File: config.mk
export PLATFORM = sky130hd
export DESIGN_NAME = final_link_serializer
export DESIGN_NICKNAME = d
export VERILOG_FILES = /design/src/rtl/final_link_serializer.sv
export SDC_FILE = /design/constraint.sdc
export NUM_CORES = 1
export LEC_CHECK = 0
export CAP_MARGIN = 20
export CORE_MARGIN = 10
export CORE_UTILIZATION = 52
export CTS_CLUSTER_SIZE = 40
export DETAILED_ROUTE_END_ITERATION = 12
export GPL_ROUTABILITY_DRIVEN = 0
export PLACE_DENSITY = 0.89
export SYNTH_ARGS = -nofsm -noshare
export SYNTH_HDL_FRONTEND = slang
export SYNTH_SLANG_ARGS = --single-unit
File: constraint.sdc
create_clock -name clk -period 4.06 [get_ports clk]
set_input_delay 1.218 -clock clk [delete_from_list [all_inputs] [get_ports clk]]
set_output_delay 1.218 -clock clk [all_outputs]
set_load 0.01 [all_outputs]
File: src/rtl/final_link_serializer.sv
// Serializes one wide arbitration-FIFO word into LSB-first link beats with a last marker.
// Holds one word and reloads on the last-beat handshake, so back-to-back words stream without bubbles.
module final_link_serializer #(
   parameter int HUB_FIFO_PHYSICAL_WIDTH = 128,
   parameter int LINK_WIDTH              = 32,
   parameter int COUNT_WIDTH             = 16
) (
   input  logic                               clk,
   input  logic                               reset,
   input  logic [HUB_FIFO_PHYSICAL_WIDTH-1:0] final_fifo_out_data,
   input  logic                               final_fifo_out_valid,
   output logic                               final_fifo_out_ready,
   output logic [LINK_WIDTH-1:0]              link_data,
   output logic                               link_valid,
   output logic                               link_last,
   input  logic                               link_ready,
   output logic                               has_flying_messages,
   output logic [COUNT_WIDTH-1:0]             tx_word_count
);

   localparam int BEATS          = (HUB_FIFO_PHYSICAL_WIDTH + LINK_WIDTH - 1) / LINK_WIDTH;
   localparam int BEAT_IDX_WIDTH = (BEATS > 1) ? $clog2(BEATS) : 1;
   localparam int PAD_WIDTH      = BEATS * LINK_WIDTH;

   localparam logic IDLE = 1'b0;
   localparam logic SEND = 1'b1;

   localparam logic [BEAT_IDX_WIDTH-1:0] LAST_IDX = BEAT_IDX_WIDTH'(BEATS - 1);

   logic                               state;
   logic [BEAT_IDX_WIDTH-1:0]          beat_idx;
   logic [HUB_FIFO_PHYSICAL_WIDTH-1:0] hold;
   logic [PAD_WIDTH-1:0]               hold_pad;
   logic [LINK_WIDTH-1:0]              beat_sel;
   logic                               sending;
   logic                               is_last;
   logic                               in_hs;
   logic                               out_hs;

   // Zero-extend so the final partial beat carries zeros above the word.
   always_comb begin
      hold_pad = '0;
      hold_pad[HUB_FIFO_PHYSICAL_WIDTH-1:0] = hold;
   end

   generate
      if (BEATS == 1) begin : g_single
         assign beat_sel = hold_pad;
      end else begin : g_multi
         logic [BEATS-1:0][LINK_WIDTH-1:0] beat_arr;
         assign beat_arr = hold_pad;
         assign beat_sel = beat_arr[beat_idx];
      end
   endgenerate

   assign sending = (state == SEND);
   assign is_last = sending & (beat_idx == LAST_IDX);
   assign out_hs  = sending & link_ready;
   assign in_hs   = final_fifo_out_valid & final_fifo_out_ready;

   // Ready is gated by reset so it reads 0 while reset is held.
   assign final_fifo_out_ready = reset & (~sending | (is_last & link_ready));
   assign link_valid           = sending;
   assign link_last            = is_last;
   assign link_data            = sending ? beat_sel : '0;
   assign has_flying_messages  = sending;

   always_ff @(posedge clk or negedge reset) begin
      if (!reset) begin
         state         <= IDLE;
         beat_idx      <= '0;
         hold          <= '0;
         tx_word_count <= '0;
      end else begin
         if (out_hs) begin
            if (!is_last) begin
               beat_idx <= beat_idx + 1'b1;
            end else begin
               beat_idx <= '0;
               if (tx_word_count != '1)
                  tx_word_count <= tx_word_count + 1'b1;
               if (!in_hs)
                  state <= IDLE;
            end
         end
         // A new word can only arrive when idle or on the last-beat handshake.
         if (in_hs) begin
            hold     <= final_fifo_out_data;
            beat_idx <= '0;
            state    <= SEND;
         end
      end
   end

endmodule

==> results of run 1 <==
-- cells in the mapped netlist (3+ instances only) --
cell	n
dfrtp_1	147
and2_1	34
nor4_1	4
mux2_2	121
nand2_1	8
mux2_1	8
buf_2	11
mux4_2	32
nor3_1	5
buf_4	11
nand3_1	5
clkbuf_1	8
nand4_1	5
xor2_1	13
nor4_2	3
-- state kept, by name (all words and copies together) (netlist names) --
| register | count |
|---|---|
| g_multi.beat_arr | 128 |
| tx_word_count | 16 |
| beat_idx | 2 |
| has_flying_messages | 1 |
-- power groups by stage --
stage                     Clock (mW)  Combinational (mW)  Sequential [mW]
after floorplan                    0                1.81             2.39
after global placement             0                2.77             2.53
after detailed placement           0                2.84             2.59
after CTS                       1.66                2.86             2.57
after global routing            1.73                3.02             2.65
final                           1.63                2.80             2.56
-- cell type report --
class | instances | area, µm²
Sequential cell | 147 | 3680
Fill cell | 804 | 3230
Multi-Input combinational cell | 257 | 2830
Timing Repair Buffer | 194 | 2000
Clock buffer | 20 | 457
Tap cell | 172 | 215
Clock inverter | 12 | 160
-- critical path: cells and delay by family --
family                 cells  cell delay, ns
and+or+nand+nor            3            0.35
buffers and inverters      2            1.04
-- final timing paths --
check / to / cells past startpoint / start / slack, ns
min in group asynchronous: g_multi.beat_arr[59] / 2 / reset / 0.98
min reg2reg: g_multi.beat_arr[107] / 1 / g_multi.beat_arr[107] / 0.48
max reg2reg: g_multi.beat_arr[115] / 7 / beat_idx[0] / 1.51
max: final_fifo_out_ready / 5 / link_ready / 0.23
min: g_multi.beat_arr[107] / 1 / g_multi.beat_arr[107] / 0.48
max in group asynchronous: g_multi.beat_arr[75] / 4 / reset / 1.97
-- stage by stage --
step | util [%] | std cells
2_1_floorplan | - | 434
3_3_place_gp | 69.1 | 768
3_5_place_dp | 69.1 | 768
4_1_cts | 74.0 | 800
5_1_grt | 74.3 | 802
6_report | 74.3 | 802
-- placed cells by master (no fill, tap or decap), drive strengths merged, types with 4 or more instances in the layout --
cell	synthesis	final
nor3	5	5
bufinv	0	4
clkinv	0	8
buf	22	12
mux4	32	32
nand4	5	5
dfrtp	147	147
xor2	13	13
clkdlybuf4s50	0	182
nand3	6	6
and2	34	34
nor4	7	7
mux2	129	129
clkbuf	8	20
nand2	8	8
-- per-layer routing --
metal | vias up | track usage, %
li1 | 1949 | -
met5 | - | 0
met2 | 130 | 32.5
met4 | 0 | 5.74
met1 | 2186 | 21.4
met3 | 15 | 6.92
-- logic make-up (layout without fill, tap and decap cells) --
kind of cell | count (synthesis) | count (layout) | synth area share, %
xor+xnor | 14 | 14 | 1.84
mux | 161 | 161 | 32.6
buf+inv | 30 | 226 | 2.52
fa+ha+maj | 2 | 2 | 0.375
flops | 147 | 147 | 55.2
simple gates | 75 | 75 | 7.00
compound gates | 5 | 5 | 0.488
==> summary.md, run 1 <==
| Metric | Value |
|---|---|
| Top_reg_cell synth | dfrtp_1 |
| H-tree lvl count | 4 |
| CTS tree | yes |
| Cell with the most instances on the worst path | clkdlybuf4s50_1 |
| Slew margin rel. | 44.0% |
| Peak supply drop | 0.536 mV |
| Setup Skew | about 0.0037 ns |
| Syn Area/Cell | 15.4 µm² |
| # DRC | 0 |
| Inserted Diodes | 0 |
| 1st-iter DRT viols | 216 |
| Met1 WL | 6200 µm |
| Final Cycle Share | 94.4% |
| Worst Setup Path Type | input port to primary output |
| Clock buffer count from CTS | 17 |
| Worst path slowest cell | clkdlybuf4s50_1 |
| Max clock buf depth | 2 |
| Number of port buffers | 183 |
| Layout area overhead | 40.1% |
| Worst Tran Pin Value | 0.840 ns |
| First-pass GRT wire length | about 27000 µm |
| Clock Tree Root | clkbuf_16 |
| Hold Crit Class | flip-flop to flip-flop |
| GR Util All Layers | 18.8% |
| Post-synth top area share | 55.2% |
| Clock slew at reported path FFs | 0.05 ns |
| Psw | just under 2 mW |
| Crit-path max FO | 3 |
| Crit-path max cell delay | 0.53 ns |
| Slew Limit Fails | 0 |
| Seq/Total Area, Yosys | 55.2% |
| Placed Area | 8680 µm² |
| Ys async rst share | 100% |
| Starting Density | 53.0% |
| Synthesized flop and latch total | 147 |
| YS warnings | 0 |
| # IOs | roughly 180 |
| Crit-path cells | clkdlybuf4s50_1 -> nand3_1 -> nand2_1 -> and2_1 -> clkdlybuf4s50_1 |
| Leakage | 3.83 nW |
| WHS | 0.483 ns |
| Sw frac | 27.7% |
| Int Pwr | 5.06 mW |
| Design area | 9340 µm² |
| Gates resized, CTS repair | 0 |
| Maximum capacitance violations | 0 |
| Layout cell share with drive strength beyond 1 | 32.5% |
| Post-synth net total | around 570 |
| Initial antenna violation count | 1 |
| Clock sinks | 147 |
| Critical path startpoint category | input port |
| Num rows | 41 |
| Endpoint class of the critical path | primary output |
| Mapped Area | 6670 µm² |
| Logic pwr share | 40.1% |
| Clock power frac | 23.3% |
| Met3 Routed Length | 1030 µm |
| Post-CTS setup buffers | 0 |
| Vias per cell | ~5.3 |
| Die Ht | 133 µm |
| Final hold violation count | 0 |
| Critical Path AT | 2.61 ns |
| DIE AREA | 17700 µm² |
| Pre-CTS WS | 0.234 ns |
| Cell count after synthesis | 434 |
| Post-synth EDFFs | 0 |
| WL/cell | 20.1 µm |
| Final wirelength | 16100 µm |
| Antenna Nets Post-Route | 0 |
| Clk_lat worst skew | about 0.42 ns |
| Hold-fix buffers, CTS | 0 |
| Yosys cell types | 29 |
| Detail Placement HPWL | 11900 µm |
| Drt first pass iters | 4 |
| Setup TNS | 0 ns |
| Vias | 4280 |
| Total power | about 7 mW |
| Flop pwr share | 36.6% |
| Top post-synthesis cells by area | dfrtp_1 (55%), mux2_2 (20%), mux4_2 (11%) |
| Core area | 12600 µm² |
| Vias in the first global route | 4954 |
| Die Wd | about 130 µm |
| Yosys top cell by area | dfrtp_1 |
| Status | finished clean |
| Final Worst Setup Slack | 0.229 ns |
| Setup violators final | 0 |
| Top layer used by detailed routing | met4 |
| RSZ-0062 raised after global routing | false |
| P per Cell Area | 749 nW/µm² |
| Total grt overflow | 0 |
| Nets | 751 |
| Largest net degree at the start of global routing | 82 |
| Met2 WL | ~8700 µm |
| Critical Path RT | about 2.8 ns |
| FMAX | 261 MHz |
| Minimum clock period | 3.83 ns |
Note: power is estimated with default switching activity, not from simulation.
==> inputs of run 2 (changes only) <==
--- a/config.mk
+++ b/config.mk
@@ -8,6 +8,7 @@
 export CAP_MARGIN = 20
 export CORE_MARGIN = 10
 export CORE_UTILIZATION = 52
+export CTS_CLUSTER_DIAMETER = 100
 export CTS_CLUSTER_SIZE = 40
 export DETAILED_ROUTE_END_ITERATION = 12
 export GPL_ROUTABILITY_DRIVEN = 0
==> results of run 2 <==
No change in the layout: final DEF, timing and power equal those of run 1.
==> inputs of run 3 (changes only) <==
--- a/config.mk
+++ b/config.mk
@@ -7,12 +7,12 @@
 export LEC_CHECK = 0
 export CAP_MARGIN = 20
 export CORE_MARGIN = 10
-export CORE_UTILIZATION = 52
+export CORE_UTILIZATION = 48
 export CTS_CLUSTER_DIAMETER = 100
 export CTS_CLUSTER_SIZE = 40
 export DETAILED_ROUTE_END_ITERATION = 12
 export GPL_ROUTABILITY_DRIVEN = 0
-export PLACE_DENSITY = 0.89
+export PLACE_DENSITY = 0.83
 export SYNTH_ARGS = -nofsm -noshare
 export SYNTH_HDL_FRONTEND = slang
 export SYNTH_SLANG_ARGS = --single-unit
==> constraint.sdc (replaced) <==
create_clock -name clk -period 4.2 [get_ports clk]
set_input_delay 1.26 -clock clk [delete_from_list [all_inputs] [get_ports clk]]
set_output_delay 1.26 -clock clk [all_outputs]
set_load 0.01 [all_outputs]
==> run 3 against run 2 <==
  * First-iteration DRC count shrank 25%
  * Wire length is 1.1% higher
  * Critical endpoint unchanged
  * Non-clock buffer count decreased by 1
  * Critical path depth is the same
  * Cell count is 1.0% higher
  * Largest power group unchanged
  * Utilization down 7.1 points
  * Cell area is 1.3% lower
  * Hold slack better by 0.0033 ns
==> summary.md, run 3 (synthesis gave the netlist of run 1 again) <==
| Metric | Value |
|---|---|
| Detail Placement HPWL | 11800 µm (-0.30%) |
| Leakage | 3.77 nW (-1.7%) |
| Worst r2r src | beat_idx[1] |
| Crit-path cells | clkdlybuf4s50_1 -> nand3_1 -> nand2_1 -> and2_1 -> clkdlybuf4s50_1 |
| Die Ht | 138 µm (+3.5%) |
| Most common cell after layout, fill and taps aside | clkdlybuf4s50_1 |
| Vias | 4303 (+0.54%) |
| Vias in the first global route | 4775 (-3.6%) |
| Clock buffer count from CTS | 17 (unchanged) |
| Hold Crit Class | flip-flop to flip-flop |
| Slew Limit Fails | 0 (unchanged) |
| Cell with the most instances on the worst path | clkdlybuf4s50_1 |
| Design area | 9220 µm² (-1.3%) |
| Critical Path RT | 2.94 ns (+0.10 ns) |
| Layout area overhead | 38.3% |
| Placed Area | 8660 µm² (-0.23%) |
| Clock Tree Root | clkbuf_16 |
| Clock sinks | 147 (unchanged) |
| FMAX | 254 MHz |
| Die Wd | 138 µm (+3.5%) |
| Setup TNS | 0 ns (unchanged) |
| Worst Setup Path Type | input port to primary output |
| Nets | 750 (-0.13%) |
| Vias per cell | 5.31 (-0.46%) |
| Total grt overflow | 0 (unchanged) |
| Core area | 13700 µm² (+9.2%) |
| Drt first pass iters | 4 (unchanged) |
| Slew margin rel. | 37.9% (-6.0 points) |
| Critical Path AT | 2.68 ns (+0.07 ns) |
| Starting Density | 48.6% (-4.5 points) |
| Num rows | 43 (+4.9%) |
| Hold-fix buffers, CTS | 0 (unchanged) |
| GR Util All Layers | 17.4% (-1.4 points) |
| Initial antenna violation count | 2 (+1) |
| Total power | 6.56 mW (-6.2%) |
| Antenna Nets Post-Route | 0 (unchanged) |
| Worst path slowest cell | clkdlybuf4s50_1 |
| Final hold violation count | 0 (unchanged) |
| DIE AREA | 19000 µm² (+7.1%) |
| P per Cell Area | 712 nW/µm² (-5.0%) |
| RSZ-0062 raised after global routing | false |
| Peak supply drop | 0.344 mV (-36%) |
| WL/cell | 20.1 µm (about the same) |
| Clk_lat worst skew | 0.41 ns (about the same) |
| Critical path startpoint category | input port |
| First-pass GRT wire length | 25500 µm (-3.8%) |
| H-tree lvl count | 4 (unchanged) |
| Endpoint class of the critical path | primary output |
| Crit-path max FO | 3 (unchanged) |
| Grt met1 use | 21.0% (-0.36 points) |
| Final wirelength | 16300 µm (+1.1%) |
| Clock slew at reported path FFs | 0.05 ns (about the same) |
| Crit-path max cell delay | 0.53 ns (about the same) |
| Final Cycle Share | 93.9% |
| # DRC | 0 (unchanged) |
| Worst Tran Pin Value | 0.931 ns (+0.0905 ns) |
| Minimum clock period | a little under 4 ns |
| Gates resized, CTS repair | 0 (unchanged) |
| Largest net degree at the start of global routing | 76 (-7.3%) |
| Layout cell share with drive strength beyond 1 | 31.7% (-0.85 points) |
| Status | finished clean |
| CTS tree | yes |
| Post-CTS setup buffers | 0 (unchanged) |
| HP Start | g_multi.beat_arr[110] |
| # IOs | 184 (unchanged) |
| Setup violators final | 0 (unchanged) |
| Critical Path Source | link_ready |
| Commonest cells after routing, fill and taps aside | clkdlybuf4s50_1 (182), dfrtp_1 (145), mux2_2 (121) |
| Maximum capacitance violations | 0 (unchanged) |
| Grt met2 use | 28.6% (-3.9 points) |
| 1st-iter DRT viols | 162 (-25%) |
| Met3 Track Usage GR | 5.94% (-0.98 points) |
| Number of port buffers | 183 (unchanged) |
| Largest register FFs | 128 (unchanged) |
| Max clock buf depth | 2 (unchanged) |
| Most used routing layer | met2 |
| Setup Skew | 0.00685 ns (+0.00318 ns) |
run 3: layout make-up:
| class | instances | area, µm² |
|---|---|---|
| Fill cell | 995 | 4500 |
| Sequential cell | 147 | 3680 |
| Multi-Input combinational cell | 257 | 2830 |
| Timing Repair Buffer | 193 | 1930 |
| Clock buffer | 26 | 499 |
| Tap cell | 180 | 225 |
| Clock inverter | 5 | 50.0 |
| Antenna cell | 2 | 5.00 |
run 3: worst max-delay path, delay by kind of cell:
kind                   cells  cell delay [ns]
and+or+nand+nor            3             0.36
buffers and inverters      2             1.05
run 3: path summary, 6_finish.rpt:
| path | end | slack, ns | depth (start not counted) |
|---|---|---|---|
| setup / recovery | final_fifo_out_ready | 0.26 | 5 |
| hold reg to reg | g_multi.beat_arr[110] | 0.49 | 1 |
| hold / removal | g_multi.beat_arr[110] | 0.49 | 1 |
| max in group asynchronous | g_multi.beat_arr[62] | 1.63 | 3 |
| min in group asynchronous | g_multi.beat_arr[63] | 1.08 | 2 |
| setup reg to reg | g_multi.beat_arr[46] | 1.63 | 6 |
run 3: layer usage:
| layer | up-vias | share of wire [%] |
|---|---|---|
| met1 | 2206 | 41 |
| met2 | 125 | 50 |
| met3 | 20 | 7.0 |
| met4 | 0 | 1.5 |
| met5 | - | 0 |
| li1 | 1952 | - |
run 3: stage by stage:
| step | hold slack, ns | util [%] | cells | setup slack, ns |
|---|---|---|---|---|
| 5_1_grt | 0.515 | 67.2 | 808 | 0.190 |
| 4_1_cts | 0.488 | 67.2 | 808 | 0.245 |
| 6_report | 0.486 | 67.2 | 810 | 0.258 |
| 2_1_floorplan | 0.453 | - | 434 | 1.23 |
| 3_5_place_dp | 0.476 | 63.2 | 777 | 0.252 |
| 3_3_place_gp | 0.464 | 63.2 | 777 | 0.312 |
run 3: where the power goes:
part           total, mW  leakage [nW]  switching (mW)  internal, mW
logic               2.70          1.72           0.934          1.76
clock network       1.40         0.274           0.529         0.871
registers           2.47          1.77           0.391          2.07
total               6.56          3.77            1.85          4.71
